File: src/rtl/eth_rx_pkg.sv
// rtl/eth_rx_pkg.sv - shared constants, state encoding and CRC step for the 10BASE-T receiver
package eth_rx_pkg;

    localparam logic [7:0]  ETH_SFD         = 8'hD5;
    localparam logic [31:0] ETH_CRC_POLY    = 32'h04C11DB7;
    localparam logic [31:0] ETH_CRC_INIT    = 32'hFFFFFFFF;
    localparam logic [31:0] ETH_CRC_RESIDUE = 32'hC704DD7B;
    localparam int unsigned LEN_W           = 11;

    // ST_SKIP: frame aborted for length; swallow bits until the carrier drops
    typedef enum logic [1:0] {
        ST_IDLE = 2'd0,
        ST_HUNT = 2'd1,
        ST_DATA = 2'd2,
        ST_SKIP = 2'd3
    } rx_state_e;

    // One bit of the MSB-first CRC-32 register, bits fed in line order
    function automatic logic [31:0] crc_step(input logic [31:0] crc, input logic b);
        crc_step = {crc[30:0], 1'b0} ^ ({32{b ^ crc[31]}} & ETH_CRC_POLY);
    endfunction

endpackage

File: src/rtl/eth_rx_mdec.sv
// rtl/eth_rx_mdec.sv - Manchester bit recovery: rx synchroniser, edge timer, blanking window
//  i_clk, i_rst_n     clock, asynchronous active-low reset
//  i_rx               raw line input
//  o_bit              recovered bit (line level after the mid-bit edge), valid with o_bit_stb
//  o_bit_stb          one-cycle strobe per recovered bit
//  o_carrier_lost     one-cycle strobe when no mid-bit edge arrived in time
module eth_rx_mdec #(
    parameter int HALF_BIT = 4
) (
    input  logic i_clk,
    input  logic i_rst_n,
    input  logic i_rx,
    output logic o_bit,
    output logic o_bit_stb,
    output logic o_carrier_lost
);

    localparam int unsigned BLANK = (3 * HALF_BIT) / 2;
    localparam int unsigned LOST  = 3 * HALF_BIT;
    localparam int unsigned TW    = $clog2(LOST + 1);

    logic [1:0]    r_sync;
    logic          r_prev;
    logic          r_active;
    logic [TW-1:0] r_timer;

    logic w_edge;
    logic w_in_window;
    logic w_accept;
    logic w_lost;

    assign w_edge      = r_sync[1] ^ r_prev;
    assign w_in_window = (r_timer >= TW'(BLANK)) && (r_timer < TW'(LOST));
    // While inactive the first edge seen is trusted as a mid-bit edge
    assign w_accept    = w_edge && (!r_active || w_in_window);
    assign w_lost      = r_active && !w_accept && (r_timer == TW'(LOST));

    always_ff @(posedge i_clk or negedge i_rst_n) begin
        if (!i_rst_n) begin
            r_sync   <= 2'b00;
            r_prev   <= 1'b0;
            r_active <= 1'b0;
            r_timer  <= '0;
        end else begin
            r_sync <= {r_sync[0], i_rx};
            r_prev <= r_sync[1];
            if (w_accept) begin
                r_active <= 1'b1;
                r_timer  <= '0;
            end else if (w_lost) begin
                r_active <= 1'b0;
                r_timer  <= '0;
            end else if (r_active) begin
                r_timer <= r_timer + 1'b1;
            end
        end
    end

    assign o_bit          = r_sync[1];
    assign o_bit_stb      = w_accept;
    assign o_carrier_lost = w_lost;

endmodule

File: src/rtl/eth_rx.sv
// rtl/eth_rx.sv - 10BASE-T receiver: SFD hunt, byte assembly, FCS check, length, link pulses
//  i_clk, i_rst_n     clock, asynchronous active-low reset
//  i_rx               raw Manchester line input
//  o_rx_data/valid    received byte and its one-cycle strobe (FCS bytes included)
//  o_rx_sof           with o_rx_valid of the first byte after SFD
//  o_rx_eof           end-of-frame strobe; o_rx_crc_ok, o_rx_err, o_rx_len valid with it
//  o_link_pulse       one-cycle strobe per normal link pulse
module eth_rx
    import eth_rx_pkg::*;
#(
    parameter int HALF_BIT = 4,
    parameter int MAX_LEN  = 1518
) (
    input  logic             i_clk,
    input  logic             i_rst_n,
    input  logic             i_rx,
    output logic [7:0]       o_rx_data,
    output logic             o_rx_valid,
    output logic             o_rx_sof,
    output logic             o_rx_eof,
    output logic             o_rx_crc_ok,
    output logic             o_rx_err,
    output logic [LEN_W-1:0] o_rx_len,
    output logic             o_link_pulse
);

    logic w_bit;
    logic w_bit_stb;
    logic w_lost;

    eth_rx_mdec #(.HALF_BIT(HALF_BIT)) u_mdec (
        .i_clk          (i_clk),
        .i_rst_n        (i_rst_n),
        .i_rx           (i_rx),
        .o_bit          (w_bit),
        .o_bit_stb      (w_bit_stb),
        .o_carrier_lost (w_lost)
    );

    rx_state_e        r_state;
    rx_state_e        w_state_nxt;
    logic [6:0]       r_sr;        // last 7 hunted bits
    logic [1:0]       r_hunt_cnt;  // bits decoded since IDLE, saturating at 2
    logic [6:0]       r_byte;      // partial byte, LSB-first
    logic [2:0]       r_bitcnt;
    logic [31:0]      r_crc;
    logic [LEN_W-1:0] r_len;
    logic [7:0]       r_rx_data;
    logic             r_rx_valid;
    logic             r_rx_sof;
    logic             r_rx_eof;
    logic             r_rx_crc_ok;
    logic             r_rx_err;
    logic             r_link_pulse;

    logic [7:0] w_hunt_sr;
    logic [7:0] w_byte_nxt;
    logic       w_byte_done;
    logic       w_oversize;

    assign w_hunt_sr   = {w_bit, r_sr};
    assign w_byte_nxt  = {w_bit, r_byte};
    assign w_byte_done = (r_state == ST_DATA) && w_bit_stb && (r_bitcnt == 3'd7);
    assign w_oversize  = w_byte_done && (r_len == LEN_W'(MAX_LEN));

    always_ff @(posedge i_clk or negedge i_rst_n) begin
        if (!i_rst_n) r_state <= ST_IDLE;
        else          r_state <= w_state_nxt;
    end

    always_comb begin
        w_state_nxt = r_state;
        unique case (r_state)
            ST_IDLE: if (w_bit_stb) w_state_nxt = ST_HUNT;
            ST_HUNT: begin
                if (w_lost)                                     w_state_nxt = ST_IDLE;
                else if (w_bit_stb && (w_hunt_sr == ETH_SFD))   w_state_nxt = ST_DATA;
            end
            ST_DATA: begin
                if (w_lost)          w_state_nxt = ST_IDLE;
                else if (w_oversize) w_state_nxt = ST_SKIP;
            end
            ST_SKIP: if (w_lost) w_state_nxt = ST_IDLE;
        endcase
    end

    always_ff @(posedge i_clk or negedge i_rst_n) begin
        if (!i_rst_n) begin
            r_sr         <= '0;
            r_hunt_cnt   <= '0;
            r_byte       <= '0;
            r_bitcnt     <= '0;
            r_crc        <= ETH_CRC_INIT;
            r_len        <= '0;
            r_rx_data    <= '0;
            r_rx_valid   <= 1'b0;
            r_rx_sof     <= 1'b0;
            r_rx_eof     <= 1'b0;
            r_rx_crc_ok  <= 1'b0;
            r_rx_err     <= 1'b0;
            r_link_pulse <= 1'b0;
        end else begin
            r_rx_valid   <= 1'b0;
            r_rx_sof     <= 1'b0;
            r_rx_eof     <= 1'b0;
            r_rx_crc_ok  <= 1'b0;
            r_rx_err     <= 1'b0;
            r_link_pulse <= 1'b0;
            case (r_state)
                ST_IDLE: begin
                    if (w_bit_stb) begin
                        r_sr       <= {w_bit, 6'd0};
                        r_hunt_cnt <= 2'd1;
                    end
                end
                ST_HUNT: begin
                    if (w_bit_stb) begin
                        r_sr <= w_hunt_sr[7:1];
                        if (r_hunt_cnt != 2'd2) r_hunt_cnt <= r_hunt_cnt + 2'd1;
                        if (w_hunt_sr == ETH_SFD) begin
                            r_crc    <= ETH_CRC_INIT;
                            r_bitcnt <= '0;
                            r_len    <= '0;
                        end
                    end
                    // A lone edge followed by silence is a link pulse, not a frame
                    if (w_lost && (r_hunt_cnt <= 2'd1)) r_link_pulse <= 1'b1;
                end
                ST_DATA: begin
                    if (w_bit_stb) begin
                        r_crc    <= crc_step(r_crc, w_bit);
                        r_byte   <= w_byte_nxt[7:1];
                        r_bitcnt <= r_bitcnt + 3'd1;
                        if (w_oversize) begin
                            r_rx_eof <= 1'b1;
                            r_rx_err <= 1'b1;
                        end else if (r_bitcnt == 3'd7) begin
                            r_rx_data  <= w_byte_nxt;
                            r_rx_valid <= 1'b1;
                            r_rx_sof   <= (r_len == '0);
                            if (r_len != {LEN_W{1'b1}}) r_len <= r_len + 1'b1;
                        end
                    end
                    if (w_lost) begin
                        r_rx_eof    <= 1'b1;
                        r_rx_err    <= (r_bitcnt != 3'd0);
                        r_rx_crc_ok <= (r_crc == ETH_CRC_RESIDUE) && (r_bitcnt == 3'd0)
                                       && (r_len >= LEN_W'(5));
                    end
                end
                default: ;
            endcase
        end
    end

    assign o_rx_data    = r_rx_data;
    assign o_rx_valid   = r_rx_valid;
    assign o_rx_sof     = r_rx_sof;
    assign o_rx_eof     = r_rx_eof;
    assign o_rx_crc_ok  = r_rx_crc_ok;
    assign o_rx_err     = r_rx_err;
    assign o_rx_len     = r_len;
    assign o_link_pulse = r_link_pulse;

endmodule

File: config.mk
export PLATFORM = sky130hd
export DESIGN_NAME = eth_rx
export DESIGN_NICKNAME = d
export VERILOG_FILES = /design/src/rtl/eth_rx_pkg.sv /design/src/rtl/eth_rx_mdec.sv /design/src/rtl/eth_rx.sv
export SDC_FILE = /design/constraint.sdc
export NUM_CORES = 1
export LEC_CHECK = 0
export CAP_MARGIN = 15
export CORE_MARGIN = 4
export CORE_UTILIZATION = 45
export DETAILED_ROUTE_END_ITERATION = 10
export SYNTH_ARGS = -nofsm -noshare
export SYNTH_HDL_FRONTEND = slang
export SYNTH_SLANG_ARGS = --single-unit
File: constraint.sdc
create_clock -name i_clk -period 2.5 [get_ports i_clk]
set_input_delay 0.5 -clock i_clk [delete_from_list [all_inputs] [get_ports i_clk]]
set_output_delay 0.5 -clock i_clk [all_outputs]
set_load 0.005 [all_outputs]
; ---- Word-level counts from Yosys, hierarchy flattened
; Index checks and enable logic that the tools add are counted.
[totals]
ff_bits = 86
out_inout_bits = 25
elab_cells = 131
[op_classes]
addsub = 4
order_cmp = 4
n_eq_ne = 21
mux = 51
n_bitwise = 4
n_reduce_logical = 29
[op_table]
columns = cell, n
row1 = 32-bit 2-to-1 mux, 3
row2 = 11-bit 2-to-1 mux, 6
row3 = 32-bit case mux with 2 select lines, 1
row4 = "32-bit equality test, second input constant", 1
row5 = 32-bit by 27-bit bitwise XOR with 32-bit output, 1
row6 = 11-bit case mux with 2 select lines, 1
row7 = 1-bit 2-to-1 mux, 20
row8 = 2-bit 2-to-1 mux, 8
row9 = 4-bit AND reduction, 4
row10 = 7-bit 2-to-1 mux, 2
row11 = 7-bit case mux with 2 select lines, 1
row12 = 4-bit 2-to-1 mux, 3
row13 = "11-bit by 1-bit adder with 11-bit output, second input constant", 1
row14 = "11-bit equality test, second input constant", 1
row15 = "11-bit by 3-bit greater-or-equal comparator with 1-bit output, second input constant", 1
row16 = 1-bit logical AND, 11
row17 = 11-bit zero test, 1
row18 = "11-bit != test, second input constant", 1
row19 = "2-bit by 1-bit != test with 1-bit output, second input constant", 5
row20 = "2-bit != test, second input constant", 5
row21 = 3-bit 2-to-1 mux, 3
row22 = "8-bit equality test, second input constant", 1
row23 = 2-bit case mux with 4 select lines, 1
row24 = 7-bit AND reduction, 1
row25 = 23 further kinds, 30

; ---- Depth between registers and ports, before layout
[logic_depth]
depth_word = 11
mapped_depth = 8
mapped_depth_nobuf = 6

; ---- By module
; A second synthesis with hierarchy kept.
[hier_totals]
cells_unflattened = 421
area_unflattened_um2 = 4169.0
[modules_own_cells]
columns = mod, instances, cells_each, area_each_um2, seq_area_each_um2
row1 = eth_rx, 1, 388, 3786.1, 1991.9
row2 = eth_rx_mdec, 1, 33, 382.9, 200.2

; ---- Worst setup path after synthesis
; Ideal clock, no wire load.
[synth_timing]
path_type = register to register
from = reg r_bitcnt[0]
to = reg r_len[6], in the netlist o_rx_len[6]
t_arrival_ns = 1.873
setup_slack_ns = 0.548
path_stages_with_launch = 8
path_buffers = 1
cell_sequence = dfrtp_1 -> ha_1 -> ha_1 -> and3_1 -> and4_4 -> buf_6 -> or4_1 -> a21oi_1
[synth_between]
elab_chain_len = 5
[synth_rtl]
columns = item, line_no
row1 = start: declaration, eth_rx.sv:45  ; logic [2:0] r_bitcnt;
row2 = start signal: assignment, eth_rx.sv:133  ; r_bitcnt <= r_bitcnt + 3'd1;
row3 = 3-bit equality test *, "eth_rx.sv:63, eth_rx.sv:137"
row4 = 1-bit logical AND, eth_rx.sv:63  ; assign w_byte_done = (r_state == ST_DATA) && w_bit_stb && (r_bitcnt == 3'd7);
row5 = 1-bit logical AND, eth_rx.sv:64  ; assign w_oversize = w_byte_done && (r_len == LEN_W'(MAX_LEN));
row6 = 2-bit != test (no source line), --
row7 = 7-bit AND reduction (no source line) *, --
row8 = end signal: assignment, eth_rx.sv:141  ; if (r_len != {LEN_W{1'b1}}) r_len <= r_len + 1'b1;
row9 = end: declaration, eth_rx.sv:47  ; logic [LEN_W-1:0] r_len;
; Mark *: on every way between the ends. The rest lies on a longest branch, timed or not.
; A chain may end at the register's enable or synchronous reset.

; ---- Final worst setup path
[layout_timing]
from = reg u_mdec.r_sync[1]
to = reg r_rx_data[2], in the netlist o_rx_data[2]
[layout_between]
elab_chain_len = 7
[layout_rtl]
columns = item, line_no
row1 = start: declaration, eth_rx_mdec.sv:22  ; logic [1:0] r_sync;
row2 = start signal: assignment, eth_rx_mdec.sv:45  ; r_sync <= {r_sync[0], i_rx};
row3 = 1-bit bitwise XOR *, eth_rx_mdec.sv:32  ; assign w_edge = r_sync[1] ^ r_prev;
row4 = 1-bit logical AND *, eth_rx_mdec.sv:35  ; assign w_accept = w_edge && (!r_active || w_in_window);
row5 = 1-bit logical AND (2 in series), eth_rx.sv:63
row6 = 1-bit logical AND, eth_rx.sv:64
row7 = 1-bit inverter (no source line), --
row8 = 4-bit AND reduction (no source line) *, --
row9 = end signal: assignment, eth_rx.sv:138  ; r_rx_data <= w_byte_nxt;
row10 = end: declaration, eth_rx.sv:48  ; logic [7:0] r_rx_data;
; Marked as above.

==> metrics.yaml <==
detailed_routing:
  vias: 3022
  viasPerCell: 5.649
  drt_iter0_drc: 138
  drc: 0
  ant_nets: 0
  wirelength_microns: 8490
  first_pass_iters: 4
  wl_per_cell_microns: 15.87
finish:
  layout-drive-gt1-share_pct: 17.56
  nets: 436
  syn2layout_area_growth_pct: 14.72
  layout_commonest_cell: "dfrtp_1"
  final_cell_mix: "54 x dfrtp_1, 53 x nor2_1, 40 x nand2_1"
  nFillCells: 767
  diodes: 0
logic_synthesis:
  yosys_warnings: 0
  synth_seq_cells: 86
  seq_area_frac_synth_pct: 53.27
  netlist_instances: 395
  synth_cell_types: 57
  synth_edf_count: 0
  synth_area_sq_um: 4115
  yosys_most_used_dff: "dfrtp_1"
  ys_async_sr_fraction_pct: 100.0
  syn_nets: 409
  synth.avg_cell_area_sq_um: 10.42
floorplan:
  start_util_pct: 46.73
  die_y_microns: 103.6
  die_area_sq_um: 10740
  core_sq_um: 8806
  rows: 34
  pin_count: 28
  die_w_microns: 103.6
power:
  power_frac_clock_pct: 33.5
  seqPwrFrac_pct: 51.8
  cell_internal_pwr_w: 0.002221
  power_density_nw_per_um2: 654.2
  peakVddDrop_v: 0.0003196
  p_leak_nw: 1.953
  combPwrFrac_pct: 14.7
  switching_share_pct: 28.07
  p_sw_w: 0.0008670
timing:
  finalMaxSlewViolations: 0
  relSlewSlack_pct: 53.30
  worst_slew_pin_slew_ns: 0.7005
  finalSetupViolations: 0
  skew_ns: 0.01462
  min_period_ns: 2.105
  rsz0062_at_grt: "false"
  min_period_over_period_pct: 84.20
  hold_viol_final: 0
  max_freq_ghz: 0.4750
  tns_ns: 0
  final.setup.worst_slack_ns: 0.3949
setup_path:
  r2r_cells: 4
  rr_endpoint: "o_rx_data[2]"
  endpoint_kind: "flop"
  crit_start: "u_mdec.r_sync[1]"
  r2r_start: "u_mdec.r_sync[1]"
  startpoint_type: "flop"
  required_ns: 2.73
  reg2reg_slack_ns: 0.39
  critPathKind: "flop to flop"
  crit_arrival_ns: 2.34
  endpoint: "o_rx_data[2]"
  path_max_fanout: 10
run_status:
  status: "finished, final reports clean"
global_route:
  antenna_found_initial: 0
  overflow: 0
  grt_pass1_wl_microns: 14850
  grt_max_degree: 56
  grt_pass1_vias: 2926
  grt.total_usage_pct: 16.90
cts:
  clk_pin_slew_ns: 0.09
  clock-sinks: 86
  cts_tree: "yes"
  htreeDepth: 3
  clk_latency_ns: 0.36
  post_cts_buffers: 0
  root_buffer: "clkbuf_8"
  cts_resized: 0
  clockBufferDepth: 2
  cts_hold_buf: 0
  cts_made_buffers: 9
job:
  max_cap_viol_count: 0
placement:
  dp_slack_ns: 0.3557
  io_buffers: 27
  gp_congestion: 0.8575
  dp_hpwl_microns: 5622
hold_path:
  hold_path.class: "input port to asynchronous set/reset pin"
registers in the layout (all words and copies together), names as in the netlist, 2 cells and up:
| signal | count |
|---|---|
| r_bitcnt | 3 |
| o_rx_data | 8 |
| r_state | 2 |
| u_mdec.r_timer | 4 |
| o_rx_len | 11 |
| u_mdec.r_sync | 2 |
| r_crc | 32 |
| r_hunt_cnt | 2 |
| r_sr | 7 |
| r_byte | 7 |
power groups by stage:
stage	Sequential [W]	Combinational (W)	Clock [W]
floorplan	0.00160	0.000363	0
CTS	0.00160	0.000462	0.00106
global placement	0.00162	0.000451	0
finish	0.00160	0.000455	0.00103
global route	0.00162	0.000526	0.00113
detailed placement	0.00162	0.000460	0
how the worst min path moves through the flow:
stage                     start               end  slack [ns]  cells after the start
6_report                i_rst_n       o_rx_len[4]        0.17                      1
5_1_grt                 i_rst_n       o_rx_len[4]        0.22                      1
2_1_floorplan           i_rst_n      o_link_pulse        0.20                      0
3_3_place_gp   u_mdec.r_sync[0]  u_mdec.r_sync[1]        0.33                      0
3_5_place_dp   u_mdec.r_sync[0]  u_mdec.r_sync[1]        0.33                      0
4_1_cts                 i_rst_n       o_rx_len[4]        0.20                      1
Yosys cell counts, drive strengths merged, types with 3 or more instances:
master / count / area share [%]
nor4: 4 / 0.61
nor3: 16 / 1.9
nor2: 53 / 4.8
nand2b: 4 / 0.61
or4: 6 / 1.1
o21ai: 22 / 2.8
nand3: 4 / 0.49
a21oi: 12 / 1.5
nand4: 7 / 1.2
nand2: 40 / 3.6
inv: 11 / 1.0
dfrtp: 54 / 33
o2111ai: 3 / 0.64
xor2: 3 / 0.64
ha: 11 / 3.3
mux2: 16 / 4.4
o31ai: 7 / 1.3
and3: 3 / 0.46
dfstp: 32 / 20
xnor2: 15 / 3.4
nand4b: 6 / 1.3
a31oi: 16 / 2.8
clkbuf: 10 / 0.91
buf: 10 / 1.4
nor3b: 3 / 0.55
kinds of logic after synthesis:
family	share of synthesized area [%]
compound gates	12.68
fa+ha+maj	3.344
mux	4.378
buf+inv	3.345
simple gates	18.97
xor+xnor	4.014
flops	53.27
cell type report:
cell class	instances	area, sq um	area share [%]
multi-input combinational	278	1785	37.82
sequential	86	2192	46.44
clock buffer	12	155.1	3.287
inverter	11	41.29	0.8746
timing repair buffer	36	360.3	7.633
clock inverter	4	51.30	1.087
tap	108	135.1	2.862
routing by layer:
metal	vias up	routed length [microns]	share of wire (%)	track usage, %
met2	71	3719	44	24.25
li1	1468	-	-	-
met4	0	127	1.5	6.363
met3	10	349	4.1	4.664
met1	1473	4293	51	24.38
met5	-	0	0	0
critical path: stages, from the launching register on:
cell and delay, ns:
dfrtp_1 0.48, xnor2_2 0.21, a311oi_2 0.38, and3_1 0.53, mux2_1 0.37
per-stage QoR:
| step | hold slack [ns] | instance area [sq um] | instances | total power (W) | utilization (%) |
|---|---|---|---|---|---|
| 5_1_grt | 0.2192 | 4721 | 535 | 0.003278 | 53.61 |
| 6_report | 0.1699 | 4721 | 535 | 0.003088 | 53.61 |
| 3_5_place_dp | 0.3347 | 4514 | 519 | 0.002083 | 51.26 |
| 3_3_place_gp | 0.3333 | 4514 | 519 | 0.002071 | 51.26 |
| 2_1_floorplan | 0.2044 | 4115 | 395 | 0.001960 | - |
| 4_1_cts | 0.1967 | 4721 | 535 | 0.003120 | 53.61 |
Power figures use the tool's default switching activity.
